<file path="config.mk">
export PLATFORM = sky130hd
export DESIGN_NAME = branch_resolve_unit_flat
export DESIGN_NICKNAME = d
export VERILOG_FILES = /design/src/rtl/branch_resolve_unit_pkg.sv /design/src/rtl/branch_resolve_unit_if.sv /design/src/rtl/branch_resolve_unit_cond_eval.sv /design/src/rtl/branch_resolve_unit.sv /design/src/flat_wrapper.sv
export SDC_FILE = /design/constraint.sdc
export NUM_CORES = 1
export LEC_CHECK = 0
export CORE_UTILIZATION = 48
export CTS_CLUSTER_DIAMETER = 200
export DETAILED_ROUTE_END_ITERATION = 10
export GPL_TIMING_DRIVEN = 0
export PLACE_DENSITY = 0.81
export SYNTH_ARGS = -nofsm -noshare
export SYNTH_HDL_FRONTEND = slang
export SYNTH_SLANG_ARGS = --single-unit
</file>
<file path="constraint.sdc">
create_clock -name clk -period 4.04 [get_ports clk]
set_input_delay 0.404 -clock clk [delete_from_list [all_inputs] [get_ports clk]]
set_output_delay 0.404 -clock clk [all_outputs]
set_load 0.005 [all_outputs]
</file>
<file path="src/rtl/branch_resolve_unit_pkg.sv">
// Shared encodings for the branch path: bu_op codes, CCR flag positions and
// the resolve-unit FSM states. The control-unit decoder imports the same constants.
package branch_pkg;

  localparam logic [2:0] BU_NOP  = 3'b000;
  localparam logic [2:0] BU_JZ   = 3'b001;
  localparam logic [2:0] BU_JN   = 3'b010;
  localparam logic [2:0] BU_JC   = 3'b011;
  localparam logic [2:0] BU_JV   = 3'b100;
  localparam logic [2:0] BU_LOOP = 3'b101;

  localparam int FLG_Z = 0;
  localparam int FLG_N = 1;
  localparam int FLG_C = 2;
  localparam int FLG_V = 3;

  typedef enum logic {
    IDLE  = 1'b0,
    FLUSH = 1'b1
  } bru_state_e;

  // Codes above LOOP are reserved and reported as illegal.
  function automatic logic is_reserved_op(input logic [2:0] op);
    return (op == 3'b110) || (op == 3'b111);
  endfunction

endpackage

</file>
<file path="src/rtl/branch_resolve_unit_if.sv">
// Bundle between the ID/EX register / CCR (master side) and the branch resolve
// unit (slave side), including the PC-mux, flush and write-back outputs.
interface branch_resolve_unit_if #(
  parameter int DATA_W = 8,
  parameter int CNT_W  = 16
);

  logic              valid_in;
  logic              stall_in;
  logic [2:0]        bu_op;
  logic [3:0]        flags_in;
  logic [DATA_W-1:0] ra_val;
  logic [DATA_W-1:0] rb_val;
  logic [1:0]        ra_idx;

  logic              pc_load;
  logic [DATA_W-1:0] pc_target;
  logic              flush;
  logic              wb_en;
  logic [1:0]        wb_idx;
  logic [DATA_W-1:0] wb_data;
  logic              bad_op;
  logic [CNT_W-1:0]  taken_cnt;

  modport master (
    output valid_in, stall_in, bu_op, flags_in, ra_val, rb_val, ra_idx,
    input  pc_load, pc_target, flush, wb_en, wb_idx, wb_data, bad_op, taken_cnt
  );

  modport slave (
    input  valid_in, stall_in, bu_op, flags_in, ra_val, rb_val, ra_idx,
    output pc_load, pc_target, flush, wb_en, wb_idx, wb_data, bad_op, taken_cnt
  );

endinterface

</file>
<file path="src/rtl/branch_resolve_unit_cond_eval.sv">
// Purely combinational branch condition evaluation: selects the CCR flag for
// conditional jumps and computes the LOOP decrement and its taken decision.
module branch_cond_eval
  import branch_pkg::*;
#(
  parameter int DATA_W = 8
) (
  input  logic [2:0]        bu_op_i,
  input  logic [3:0]        flags_i,
  input  logic [DATA_W-1:0] ra_val_i,
  output logic              taken_o,
  output logic              is_loop_o,
  output logic              bad_o,
  output logic [DATA_W-1:0] dec_val_o
);

  always_comb begin
    taken_o   = 1'b0;
    is_loop_o = 1'b0;
    bad_o     = is_reserved_op(bu_op_i);
    dec_val_o = ra_val_i - DATA_W'(1);
    case (bu_op_i)
      BU_JZ:   taken_o = flags_i[FLG_Z];
      BU_JN:   taken_o = flags_i[FLG_N];
      BU_JC:   taken_o = flags_i[FLG_C];
      BU_JV:   taken_o = flags_i[FLG_V];
      // A zero counter wraps to all-ones and keeps looping.
      BU_LOOP: begin
        is_loop_o = 1'b1;
        taken_o   = (dec_val_o != '0);
      end
      default: ;
    endcase
  end

endmodule

</file>
<file path="src/rtl/branch_resolve_unit.sv">
// Execute-stage branch resolve unit: captures a branch slot, registers the PC
// redirect / LOOP write-back pulses and runs a fixed-length wrong-path flush.
module branch_resolve_unit
  import branch_pkg::*;
#(
  parameter int DATA_W       = 8,
  parameter int FLUSH_CYCLES = 2,
  parameter int CNT_W        = 16
) (
  input logic                  clk,
  input logic                  rst_n,
  branch_resolve_unit_if.slave bus
);

  localparam int FC_W = (FLUSH_CYCLES > 1) ? $clog2(FLUSH_CYCLES) : 1;
  localparam logic [FC_W-1:0] FC_LOAD = FC_W'(FLUSH_CYCLES - 1);

  bru_state_e        state_q;
  logic [FC_W-1:0]   fcnt_q;
  logic              pc_load_q;
  logic [DATA_W-1:0] pc_target_q;
  logic              wb_en_q;
  logic [1:0]        wb_idx_q;
  logic [DATA_W-1:0] wb_data_q;
  logic              bad_op_q;
  logic [CNT_W-1:0]  taken_cnt_q;
  logic [CNT_W-1:0]  taken_cnt_d;

  logic              capture;
  logic              taken;
  logic              is_loop;
  logic              bad;
  logic [DATA_W-1:0] dec_val;

  branch_cond_eval #(.DATA_W(DATA_W)) u_cond (
    .bu_op_i   (bus.bu_op),
    .flags_i   (bus.flags_in),
    .ra_val_i  (bus.ra_val),
    .taken_o   (taken),
    .is_loop_o (is_loop),
    .bad_o     (bad),
    .dec_val_o (dec_val)
  );

  // Slots arriving during FLUSH are wrong-path and never reach the FSM.
  assign capture     = bus.valid_in && !bus.stall_in && (state_q == IDLE);
  assign taken_cnt_d = (taken_cnt_q == '1) ? taken_cnt_q : taken_cnt_q + CNT_W'(1);

  always_ff @(posedge clk or negedge rst_n) begin
    if (!rst_n) begin
      state_q     <= IDLE;
      fcnt_q      <= '0;
      pc_load_q   <= 1'b0;
      pc_target_q <= '0;
      wb_en_q     <= 1'b0;
      wb_idx_q    <= '0;
      wb_data_q   <= '0;
      bad_op_q    <= 1'b0;
      taken_cnt_q <= '0;
    end else begin
      pc_load_q <= 1'b0;
      wb_en_q   <= 1'b0;
      bad_op_q  <= 1'b0;
      case (state_q)
        IDLE: begin
          if (capture) begin
            bad_op_q <= bad;
            if (is_loop) begin
              wb_en_q   <= 1'b1;
              wb_idx_q  <= bus.ra_idx;
              wb_data_q <= dec_val;
            end
            if (taken) begin
              pc_load_q   <= 1'b1;
              pc_target_q <= bus.rb_val;
              taken_cnt_q <= taken_cnt_d;
              fcnt_q      <= FC_LOAD;
              state_q     <= FLUSH;
            end
          end
        end
        // The flush length is fixed; a pipeline stall does not stretch it.
        FLUSH: begin
          if (fcnt_q == '0) begin
            state_q <= IDLE;
          end else begin
            fcnt_q <= fcnt_q - FC_W'(1);
          end
        end
        default: state_q <= IDLE;
      endcase
    end
  end

  assign bus.pc_load   = pc_load_q;
  assign bus.pc_target = pc_target_q;
  assign bus.flush     = (state_q == FLUSH);
  assign bus.wb_en     = wb_en_q;
  assign bus.wb_idx    = wb_idx_q;
  assign bus.wb_data   = wb_data_q;
  assign bus.bad_op    = bad_op_q;
  assign bus.taken_cnt = taken_cnt_q;

endmodule

</file>
<file path="src/flat_wrapper.sv">
// flat-port wrapper written by rule: the top's interface ports become plain ports
module branch_resolve_unit_flat import branch_pkg::*;
#(
  parameter int DATA_W       = 8,
  parameter int FLUSH_CYCLES = 2,
  parameter int CNT_W        = 16
)
  (clk, rst_n, bus_valid_in, bus_stall_in, bus_bu_op, bus_flags_in, bus_ra_val, bus_rb_val, bus_ra_idx, bus_pc_load, bus_pc_target, bus_flush, bus_wb_en, bus_wb_idx, bus_wb_data, bus_bad_op, bus_taken_cnt);
  branch_resolve_unit_if #(.DATA_W(DATA_W), .CNT_W(CNT_W)) bus_i ();
  input logic clk;
  input logic rst_n;
  input wire logic [$bits(bus_i.valid_in)-1:0] bus_valid_in;
  input wire logic [$bits(bus_i.stall_in)-1:0] bus_stall_in;
  input wire logic [$bits(bus_i.bu_op)-1:0] bus_bu_op;
  input wire logic [$bits(bus_i.flags_in)-1:0] bus_flags_in;
  input wire logic [$bits(bus_i.ra_val)-1:0] bus_ra_val;
  input wire logic [$bits(bus_i.rb_val)-1:0] bus_rb_val;
  input wire logic [$bits(bus_i.ra_idx)-1:0] bus_ra_idx;
  output wire logic [$bits(bus_i.pc_load)-1:0] bus_pc_load;
  output wire logic [$bits(bus_i.pc_target)-1:0] bus_pc_target;
  output wire logic [$bits(bus_i.flush)-1:0] bus_flush;
  output wire logic [$bits(bus_i.wb_en)-1:0] bus_wb_en;
  output wire logic [$bits(bus_i.wb_idx)-1:0] bus_wb_idx;
  output wire logic [$bits(bus_i.wb_data)-1:0] bus_wb_data;
  output wire logic [$bits(bus_i.bad_op)-1:0] bus_bad_op;
  output wire logic [$bits(bus_i.taken_cnt)-1:0] bus_taken_cnt;
  assign bus_i.valid_in = bus_valid_in;
  assign bus_i.stall_in = bus_stall_in;
  assign bus_i.bu_op = bus_bu_op;
  assign bus_i.flags_in = bus_flags_in;
  assign bus_i.ra_val = bus_ra_val;
  assign bus_i.rb_val = bus_rb_val;
  assign bus_i.ra_idx = bus_ra_idx;
  assign bus_pc_load = bus_i.pc_load;
  assign bus_pc_target = bus_i.pc_target;
  assign bus_flush = bus_i.flush;
  assign bus_wb_en = bus_i.wb_en;
  assign bus_wb_idx = bus_i.wb_idx;
  assign bus_wb_data = bus_i.wb_data;
  assign bus_bad_op = bus_i.bad_op;
  assign bus_taken_cnt = bus_i.taken_cnt;
  branch_resolve_unit #(.DATA_W(DATA_W), .FLUSH_CYCLES(FLUSH_CYCLES), .CNT_W(CNT_W)) u_core (.clk(clk), .rst_n(rst_n), .bus(bus_i));
endmodule
</file>
==> results of run 1 <==
## synthesized netlist by cell type (2+ instances only)
master	n	area, sq um
a31oi_1	2	12.5
and2_1	2	12.5
and3_1	3	18.8
buf_6	2	22.5
dfrtp_1	39	976
ha_1	4	50.1
inv_1	6	22.5
mux2_4	7	105
nand2_1	31	116
nand3_2	3	30.0
nand4_1	5	31.3
nor2_1	5	18.8
nor3_1	9	45.0
nor3b_1	3	22.5
nor4_1	2	12.5
o21ai_0	10	50.1
xnor2_1	12	105
xor2_1	8	70.1
## metrics by stage
step	utilization	worst slack, ps	hold slack (ps)	power [W]	std cells
2_1_floorplan	-	1820	108	0.000637	176
3_3_place_gp	0.707	1040	454	0.000831	290
3_5_place_dp	0.705	1010	466	0.000843	290
4_1_cts	0.741	1310	247	0.00122	298
5_1_grt	0.741	1180	281	0.00128	298
6_report	0.741	1300	214	0.00121	298
## layout make-up
type                    count  area share
repair buffers             66       0.236
well taps                  48      0.0217
clock buffers               6      0.0262
plain buffers               4      0.0122
clock inverters             2      0.0217
multi-input cells         127       0.322
flip-flops and latches     39       0.352
inverters                   6     0.00812
## final timing paths
kind                                       endpoint  slack, ps  depth (start not counted)             startpoint
max in group asynchronous   u_core.bus.taken_cnt[0]       3290                          1                  rst_n
hold / removal                u_core.bus.wb_data[0]        210                          1                  rst_n
hold reg to reg               u_core.bus.wb_data[1]        480                          2  u_core.bus.wb_data[1]
setup reg to reg           u_core.bus.taken_cnt[15]       1890                          6       u_core.bus.flush
min in group clk              u_core.bus.wb_data[1]        480                          2  u_core.bus.wb_data[1]
setup / recovery            u_core.bus.pc_target[7]       1300                         11          bus_ra_val[0]
## where the power goes
part	switching, W	leakage [nW]	total, W	internal [W]
clock	0.000133	0.0654	0.000380	0.000247
combinational	0.000111	0.678	0.000316	0.000206
sequential	0.0000545	0.508	0.000516	0.000461
total	0.000298	1.25	0.00121	0.000914
## sequential cells by signal, summed over array words and instances, names as in the netlist
register / count
u_core.bus.pc_target: 8
u_core.fcnt_q: 1
u_core.bus.wb_en: 1
u_core.bus.bad_op: 1
u_core.bus.pc_load: 1
u_core.bus.taken_cnt: 16
u_core.bus.wb_data: 8
u_core.bus.flush: 1
u_core.bus.wb_idx: 2
## worst register-to-register path, delay by kind of cell, from the launching register on
family / cells / cell delay (ps)
DFF: 1 / 420
xor gates and xnor gates: 1 / 180
AOI/OAI and AO/OA: 2 / 490
and+or+nand+nor: 3 / 990
## layer usage
layer	track usage	up-vias	wire length [um]
met3	0.0660	6	185
met5	0	-	0
met2	0.356	47	2000
met1	0.267	731	1890
met4	0.0761	0	63
li1	-	756	-
## logic make-up (layout without fill, tap and decap cells)
kind of cell    after synthesis  count (layout)  synth area share
flops                        39              39             0.507
xor+xnor                     20              20            0.0910
buf+inv                      10              84            0.0293
mux                           9               9            0.0657
compound gates               18              18            0.0631
fa+ha+maj                     4               4            0.0260
simple gates                 76              76             0.218
==> results.ini, run 1 <==
[run_status]
outcome = complete, no violations

[clocking]
root_buffer = clkbuf_8
cts_buffers = 5
clock_path_buffers = 2
htree_levels = 2
cts_tree = yes
post_cts_buffers = 0
cts.sinks = 39
post_cts_resized = 0
hold_buffers = 0
clkLatencyLatePin_ps = 290
path_clk_slew_ps = 80

[critical_path]
crit_type = primary input to flip-flop
endpoint_kind = flip-flop
cp_data_arrival_time_ps = 2920
cp.buffers_inverters = 3
cp_data_required_time_ps = 4220
crit_slowest_cell = clkdlybuf4s50_1
path_max_fanout = 10
cpMostUsedCell = nand2_1
cp-start-kind = primary input
slowest_delay_ps = 600
path_cells = clkdlybuf4s50_1 -> inv_1 -> ha_1 -> or3b_2 -> o32a_1 -> o211ai_2 -> nand2_1 -> nand2_1 -> a21o_2 -> buf_6 -> mux2_4
crit_family = buffers and inverters

[yosys]
synth_ff_type = dfrtp_1
synth_edf_count = 0
syn_area_per_cell_sq_um = 10.9
yosysWarnings = 0
synth_cell_types = 41
synthArstFlopShare = 1.00
syn-num-nets = 209
syn_area_sq_um = 1920
synth_cells = 176
synth_seq_cells = 39
ys_seq_area_frac = 0.507

[place]
place.port_buffers = 66
dpl_cell_area_sq_um = 2640
globalplace.congestion = 0.752
hpwl_um = 3050

[floorplan]
chipHeight_um = 65.3
die_x_um = 65.3
ios = 67
start_util = 0.514
dieArea_sq_um = 4270
rows = 22
core_region_area_sq_um = 3740

[cells_and_area]
seq_area_sq_um = 976
area_delta_synth_final_pct = 44.1
drive_gt1_frac = 0.128
multi_input_area_sq_um = 892
final_area_sq_um = 2770
final_cell_mix = clkdlybuf4s50_1, dfrtp_1, nand2_1, xnor2_1, o21ai_0
diodes = 0
final_common_cell = clkdlybuf4s50_1
fillers = 291
fin_nets = 282

[routing]
drt_iter0_drc = 70
vias = 1540
routed_via_density = 5.17
drtAntennaViolNets = 0
drc = 0
dr.pass1.iters = 4
wire_per_inst_um = 13.9
drt_wl_total_um = 4140

[timing]
fmax_mhz = 365
slew_violations = 0
hold_viol = 0
rsz0062_at_grt = false
tightest_slew_ps = 844
max_slew_margin = 0.437
fin_skew_ps = 6.15
fin_tns_setup_ps = 0
fin_crit_sh = 0.678
finalCriticalPeriod_ps = 2740
setup_viol = 0

[run]
maxCapViolCount = 0

[global_route]
antenna_found_initial = 0
grt_first_pass_wirelength_um = 6860
grt.total_usage = 0.216
grt-ovfl-total = 0
grt_pass1_vias = 1533
grt_max_degree = 40

[min_path]
min_path_type = primary input to async pin

[pwr]
leakage_nw = 1.25
power_density_nw_per_um2 = 437
irDropWorstVdd_mv = 0.193

Power figures use the tool's default switching activity.
==> run 2, diff against run 1 <==
--- a/config.mk
+++ b/config.mk
@@ -5,11 +5,11 @@
 export SDC_FILE = /design/constraint.sdc
 export NUM_CORES = 1
 export LEC_CHECK = 0
-export CORE_UTILIZATION = 48
+export CORE_UTILIZATION = 45
 export CTS_CLUSTER_DIAMETER = 200
 export DETAILED_ROUTE_END_ITERATION = 10
 export GPL_TIMING_DRIVEN = 0
-export PLACE_DENSITY = 0.81
+export PLACE_DENSITY = 0.77
 export SYNTH_ARGS = -nofsm -noshare
 export SYNTH_HDL_FRONTEND = slang
 export SYNTH_SLANG_ARGS = --single-unit
==> constraint.sdc (replaced) <==
create_clock -name clk -period 2.7 [get_ports clk]
set_input_delay 0.27 -clock clk [delete_from_list [all_inputs] [get_ports clk]]
set_output_delay 0.27 -clock clk [all_outputs]
set_load 0.005 [all_outputs]
==> run 2 against run 1 <==
Clock skew down 3.0 ps. Worst hold slack worse by 130 ps. Largest power group unchanged. Critical endpoint is now u_core.bus.pc_target[2]. Sequential cell count unchanged. Via count down 1.2%. Wire length down 5.4%. Sequential power up 50%. Die area up 6.5%. Register-to-register slack worse by 1200 ps. Critical path depth unchanged. Clock power up 33%. Worst setup slack worse by 1100 ps.
==> results.ini, run 2 (synthesis results as in run 1) <==
[timing]
fmax_mhz = 396
hold_viol = 0  ; unchanged
fin_crit_sh = 0.935
tightest_slew_ps = 867  ; was 844 ps
fin_skew_ps = 3.15  ; was 6.15 ps
max_slew_margin = 0.422  ; was 0.437
finalCriticalPeriod_ps = 2520
rsz0062_at_grt = false  ; unchanged
setup_viol = 0  ; unchanged
slew_violations = 0  ; unchanged
timing.hold.ws_ps = 88.2  ; was 214 ps

[routing]
drc = 0  ; unchanged
drt_iter0_drc = 89  ; was 70
drt_wl_total_um = 3910  ; was 4140 um
dr.pass1.iters = 6  ; was 4
routed_via_density = 5.07  ; was 5.17
vias = 1521  ; was 1540
wire_per_inst_um = 13.0  ; was 13.9 um
drtAntennaViolNets = 0  ; unchanged

[cells_and_area]
fin_util = 0.681  ; was 0.741
area_delta_synth_final_pct = 43.6  ; was 44.1%
fillers = 321  ; was 291
drive_gt1_frac = 0.132  ; was 0.128
diodes = 0  ; unchanged
seq_area_sq_um = 976  ; unchanged
multi_input_area_sq_um = 892  ; unchanged
stdcell_count = 300  ; was 298
largest_reg_flops = 16  ; unchanged
final_common_cell = clkdlybuf4s50_1  ; unchanged
fin_nets = 282  ; unchanged
final_cell_mix = clkdlybuf4s50_1, dfrtp_1, nand2_1, xnor2_1, o21ai_0  ; unchanged
final_area_sq_um = 2760  ; was 2770 sq um

[critical_path]
crit_type = primary input to flip-flop  ; unchanged
cp-start-kind = primary input  ; unchanged
cp_data_arrival_time_ps = 2700  ; was 2920 ps
cp_data_required_time_ps = 2880  ; was 4220 ps
endpoint_kind = flip-flop  ; unchanged
path_max_fanout = 10  ; unchanged

[clocking]
cts.sinks = 39  ; unchanged
post_cts_buffers = 0  ; unchanged
clkLatencyLatePin_ps = 290  ; about the same
cts_tree = yes  ; unchanged
htree_levels = 2  ; unchanged
cts_buffers = 5  ; unchanged
path_clk_slew_ps = 80  ; about the same
clock_path_buffers = 2  ; unchanged
root_buffer = clkbuf_8  ; unchanged

[run_status]
outcome = complete, no violations  ; unchanged

[floorplan]
chipHeight_um = 67.4  ; was 65.3 um
core_region_area_sq_um = 4060  ; was 3740 sq um
dieArea_sq_um = 4540  ; was 4270 sq um
rows = 23  ; was 22
ios = 67  ; unchanged
die_x_um = 67.4  ; was 65.3 um
start_util = 0.474  ; was 0.514

[place]
globalplace.congestion = 0.794  ; was 0.752
place_inst = 292  ; was 290
hpwl_um = 2930  ; was 3050 um
place.port_buffers = 66  ; unchanged
dpl_cell_area_sq_um = 2640  ; about the same

[global_route]
grt_pass1_vias = 1353  ; was 1533
grt.total_usage = 0.188  ; was 0.216
grt-ovfl-total = 0  ; unchanged
grt_max_degree = 40  ; unchanged
antenna_found_initial = 0  ; unchanged
grt_first_pass_wirelength_um = 6320  ; was 6860 um

[min_path]
min_path_type = primary input to async pin  ; unchanged

[pwr]
power_density_nw_per_um2 = 633  ; was 437 nW/um^2
irDropWorstVdd_mv = 0.344  ; was 0.193 mV
leakage_nw = 1.26  ; was 1.25 nW

[run]
maxCapViolCount = 0  ; unchanged

run 2: worst paths after layout:
| kind | slack, ps | start | endpoint | cells after the start |
|---|---|---|---|---|
| hold reg to reg | 480 | u_core.bus.taken_cnt[10] | u_core.bus.taken_cnt[10] | 1 |
| hold / removal | 90 | rst_n | u_core.bus.pc_target[4] | 1 |
| max in group asynchronous | 2070 | rst_n | u_core.bus.pc_target[2] | 1 |
| setup reg to reg | 690 | u_core.bus.taken_cnt[2] | u_core.bus.taken_cnt[13] | 7 |
| min in group clk | 380 | bus_ra_val[0] | u_core.bus.wb_data[0] | 2 |
| setup / recovery | 180 | bus_ra_val[1] | u_core.bus.pc_target[2] | 11 |
run 2: critical path: stages:
cell             delay, ps
clkdlybuf4s50_1        560
inv_1                   80
ha_1                   270
or3b_2                 480
o32a_1                 190
o211ai_2                80
nand2_1                 70
nand2_1                 80
a21o_2                 140
buf_6                  160
mux2_4                 310
run 2: what timing repair did:
action	in CTS	in global routing
resized for setup	0	1
endpoints found under the hold margin	0	0
hold buffers	0	0
endpoints found under the setup margin	0	7
run 2: cell type report:
cell class	instances	share of cell area
Clock buffer	6	0.0299
Buffer	4	0.0122
Timing Repair Buffer	66	0.238
Multi-Input combinational cell	127	0.323
Clock inverter	2	0.0127
Tap cell	50	0.0226
Inverter	6	0.00815
Sequential cell	39	0.353
run 2: power by group:
group / internal (W) / switching [W] / total [W] / leakage, nW
sequential: 0.000690 / 0.0000816 / 0.000772 / 0.508
clock: 0.000299 / 0.000206 / 0.000505 / 0.0612
combinational: 0.000308 / 0.000163 / 0.000471 / 0.687
run 2: per-layer routing:
| layer | routed length (um) | vias up | part of all wire | global-route usage |
|---|---|---|---|---|
| li1 | - | 756 | - | - |
| met1 | 1780 | 720 | 0.46 | 0.244 |
| met2 | 1940 | 37 | 0.49 | 0.305 |
| met3 | 125 | 8 | 0.032 | 0.0355 |
| met4 | 70 | 0 | 0.018 | 0.0798 |
| met5 | 0 | - | 0 | 0 |
run 2: per-stage QoR:
step                setup TNS, ps  total power (W)  setup WS (ps)
floorplan                       0         0.000953            614
global placement            -1140          0.00124           -166
detailed placement          -1430          0.00126           -194
CTS                             0          0.00176            117
global route                    0          0.00184           35.5
finish                          0          0.00175            176
==> run 3, diff against run 2 <==
--- a/config.mk
+++ b/config.mk
@@ -5,11 +5,13 @@
 export SDC_FILE = /design/constraint.sdc
 export NUM_CORES = 1
 export LEC_CHECK = 0
-export CORE_UTILIZATION = 45
+export CORE_UTILIZATION = 62
 export CTS_CLUSTER_DIAMETER = 200
 export DETAILED_ROUTE_END_ITERATION = 10
+export DONT_BUFFER_PORTS = 1
 export GPL_TIMING_DRIVEN = 0
-export PLACE_DENSITY = 0.77
+export MAX_ROUTING_LAYER = met4
+export PLACE_DENSITY = 0.75
 export SYNTH_ARGS = -nofsm -noshare
 export SYNTH_HDL_FRONTEND = slang
 export SYNTH_SLANG_ARGS = --single-unit
==> run 3 against run 2 <==
The run now ends with design-rule violations left. Cell count shrank 28%. Combinational power shrank 53%. Sequential cell count stayed put. Clock skew increased by 8.8 ps. Wire length decreased by 6.2%. Worst setup slack improved by 320 ps. Cell area fell by 26%. Sequential share of layout area up 13 points. Via count shrank 12%. Sequential power rose by 3.2%. Critical endpoint is now u_core.bus.taken_cnt[15]. Largest cell class unchanged.
==> results.ini, run 3 (synthesis results as in run 1) <==
[run_status]
outcome = complete, but fails checks  ; was complete, no violations
violations = design-rule violations

[global_route]
antenna_found_initial = 0  ; unchanged
grt_pass1_vias = 1430  ; was 1353
grt_first_pass_wirelength_um = 6240  ; was 6320 um
grt-ovfl-total = 0  ; unchanged
grt_max_degree = 40  ; unchanged
grt.total_usage = 0.254  ; was 0.188

[pwr]
leakage_nw = 0.977  ; was 1.26 nW
p_comb_frac = 0.173  ; was 0.269
power_density_nw_per_um2 = 628  ; was 633 nW/um^2
seqPwrFrac = 0.624  ; was 0.442
p_switching_w = 0.000379  ; was 0.000450 W
irDropWorstVdd_mv = 0.236  ; was 0.344 mV
swShare = 0.296  ; was 0.258
internal-power_w = 0.000900  ; was 0.00130 W
clock_power_share = 0.203  ; was 0.289

[routing]
dr.pass1.iters = 7  ; was 6
vias = 1336  ; was 1521
drc = 4  ; was 0
drtAntennaViolNets = 0  ; unchanged
drt_wl_total_um = 3670  ; was 3910 um
routed_via_density = 6.21  ; was 5.07
drt_iter0_drc = 56  ; was 89
wire_per_inst_um = 17.1  ; was 13.0 um

[place]
place_inst = 207  ; was 292
globalplace.congestion = 0.772  ; was 0.794
dpl_cell_area_sq_um = 1960  ; was 2640 sq um
pre_cts_slack_ps = 423  ; was -194 ps
hpwl_um = 2700  ; was 2930 um
place.port_buffers = 0  ; was 66

[cells_and_area]
fin_nets = 218  ; was 282
final_cell_mix = dfrtp_1, nand2_1, xnor2_1, o21ai_0, nor3_1  ; was clkdlybuf4s50_1, dfrtp_1, nand2_1, xnor2_1, o21ai_0
area_delta_synth_final_pct = 5.72  ; was 43.6%
largest_reg_flops = 16  ; unchanged
fillers = 211  ; was 321
diodes = 0  ; unchanged
multi_input_area_sq_um = 892  ; unchanged
fin_util = 0.713  ; was 0.681
final_common_cell = dfrtp_1  ; was clkdlybuf4s50_1
stdcell_count = 215  ; was 300
final_area_sq_um = 2030  ; was 2760 sq um
drive_gt1_frac = 0.163  ; was 0.132
seq_area_sq_um = 976  ; unchanged

[floorplan]
die_x_um = 57.7  ; was 67.4 um
rows = 19  ; was 23
start_util = 0.675  ; was 0.474
dieArea_sq_um = 3330  ; was 4540 sq um
core_region_area_sq_um = 2850  ; was 4060 sq um
ios = 67  ; unchanged
chipHeight_um = 57.7  ; was 67.4 um

[timing]
max_slew_margin = 0.657  ; was 0.422
rsz0062_at_grt = false  ; unchanged
finalCriticalPeriod_ps = 2210  ; was 2520 ps
tightest_slew_ps = 513  ; was 867 ps
slew_violations = 0  ; unchanged
fin_skew_ps = 12.0  ; was 3.15 ps
setup_ws_ps = 493  ; was 176 ps
fin_crit_sh = 0.817  ; was 0.935
setup_viol = 0  ; unchanged
fmax_mhz = 453  ; was 396 MHz
fin_tns_setup_ps = 0  ; unchanged
hold_viol = 0  ; unchanged

[critical_path]
cp_data_required_time_ps = 2960  ; was 2880 ps
cp-start-kind = flip-flop  ; was primary input
cp_data_arrival_time_ps = 2470  ; was 2700 ps
endpoint_kind = flip-flop  ; unchanged
path_max_fanout = 9  ; was 10
crit_type = flip-flop to flip-flop  ; was primary input to flip-flop

[clocking]
path_clk_slew_ps = 110  ; was 80 ps
cts_tree = yes  ; unchanged
root_buffer = clkbuf_4  ; was clkbuf_8
cts.sinks = 39  ; unchanged
post_cts_buffers = 0  ; unchanged
clkLatencyLatePin_ps = 340  ; was 290 ps
cts_buffers = 5  ; unchanged
post_cts_resized = 0  ; unchanged
hold_buffers = 2  ; was 0
htree_levels = 2  ; unchanged
clock_path_buffers = 2  ; unchanged

[min_path]
min_path_type = primary input to flip-flop  ; was primary input to async pin

[run]
maxCapViolCount = 0  ; unchanged

[run 3: area by class of cell]
cell class / instances / area share
Sequential cell: 39 / 0.480
Inverter: 6 / 0.0111
Buffer: 4 / 0.0166
Tap cell: 31 / 0.0191
Clock buffer: 6 / 0.0203
Multi-Input combinational cell: 127 / 0.438
Timing Repair Buffer: 2 / 0.0148
[run 3: layer usage]
| layer | wire length (um) | share of wire | track usage |
|---|---|---|---|
| met4 | 67 | 0.018 | 0.112 |
| met3 | 281 | 0.077 | 0.0781 |
| met5 | 0 | 0 | - |
| met2 | 1750 | 0.48 | 0.400 |
| met1 | 1570 | 0.43 | 0.302 |
[run 3: critical path: stages (launching register included)]
cell and delay [ps]:
dfrtp_1 430, nor3b_1 480, o21ai_0 250, a211oi_2 240, nand2_2 190, nor4_1 370, xor2_1 170
[run 3: through the flow]
| step | total power [W] | hold slack [ps] |
|---|---|---|
| floorplan | 0.000953 | -25.6 |
| global placement | 0.000996 | -24.9 |
| detailed placement | 0.00102 | -24.9 |
| CTS | 0.00129 | 21.2 |
| global route | 0.00135 | 19.4 |
| finish | 0.00128 | 26.4 |
[run 3: power groups by stage]
stage | clock network (W) | registers (W) | logic [W]
floorplan | 0 | 0.000780 | 0.000172
global placement | 0 | 0.000803 | 0.000193
detailed placement | 0 | 0.000811 | 0.000206
CTS | 0.000269 | 0.000799 | 0.000225
global route | 0.000291 | 0.000812 | 0.000251
finish | 0.000260 | 0.000797 | 0.000222
[run 3: final timing paths]
kind	startpoint	endpoint	slack, ps	cells past startpoint
worst max-delay path	u_core.bus.flush	u_core.bus.taken_cnt[15]	490	6
worst min-delay path	bus_ra_val[0]	u_core.bus.wb_data[0]	30	1
worst max register to register	u_core.bus.flush	u_core.bus.taken_cnt[15]	490	6
worst min register to register	u_core.fcnt_q	u_core.bus.flush	500	2
max in group asynchronous	rst_n	u_core.bus.flush	2120	2
min in group asynchronous	rst_n	u_core.bus.wb_data[4]	390	2
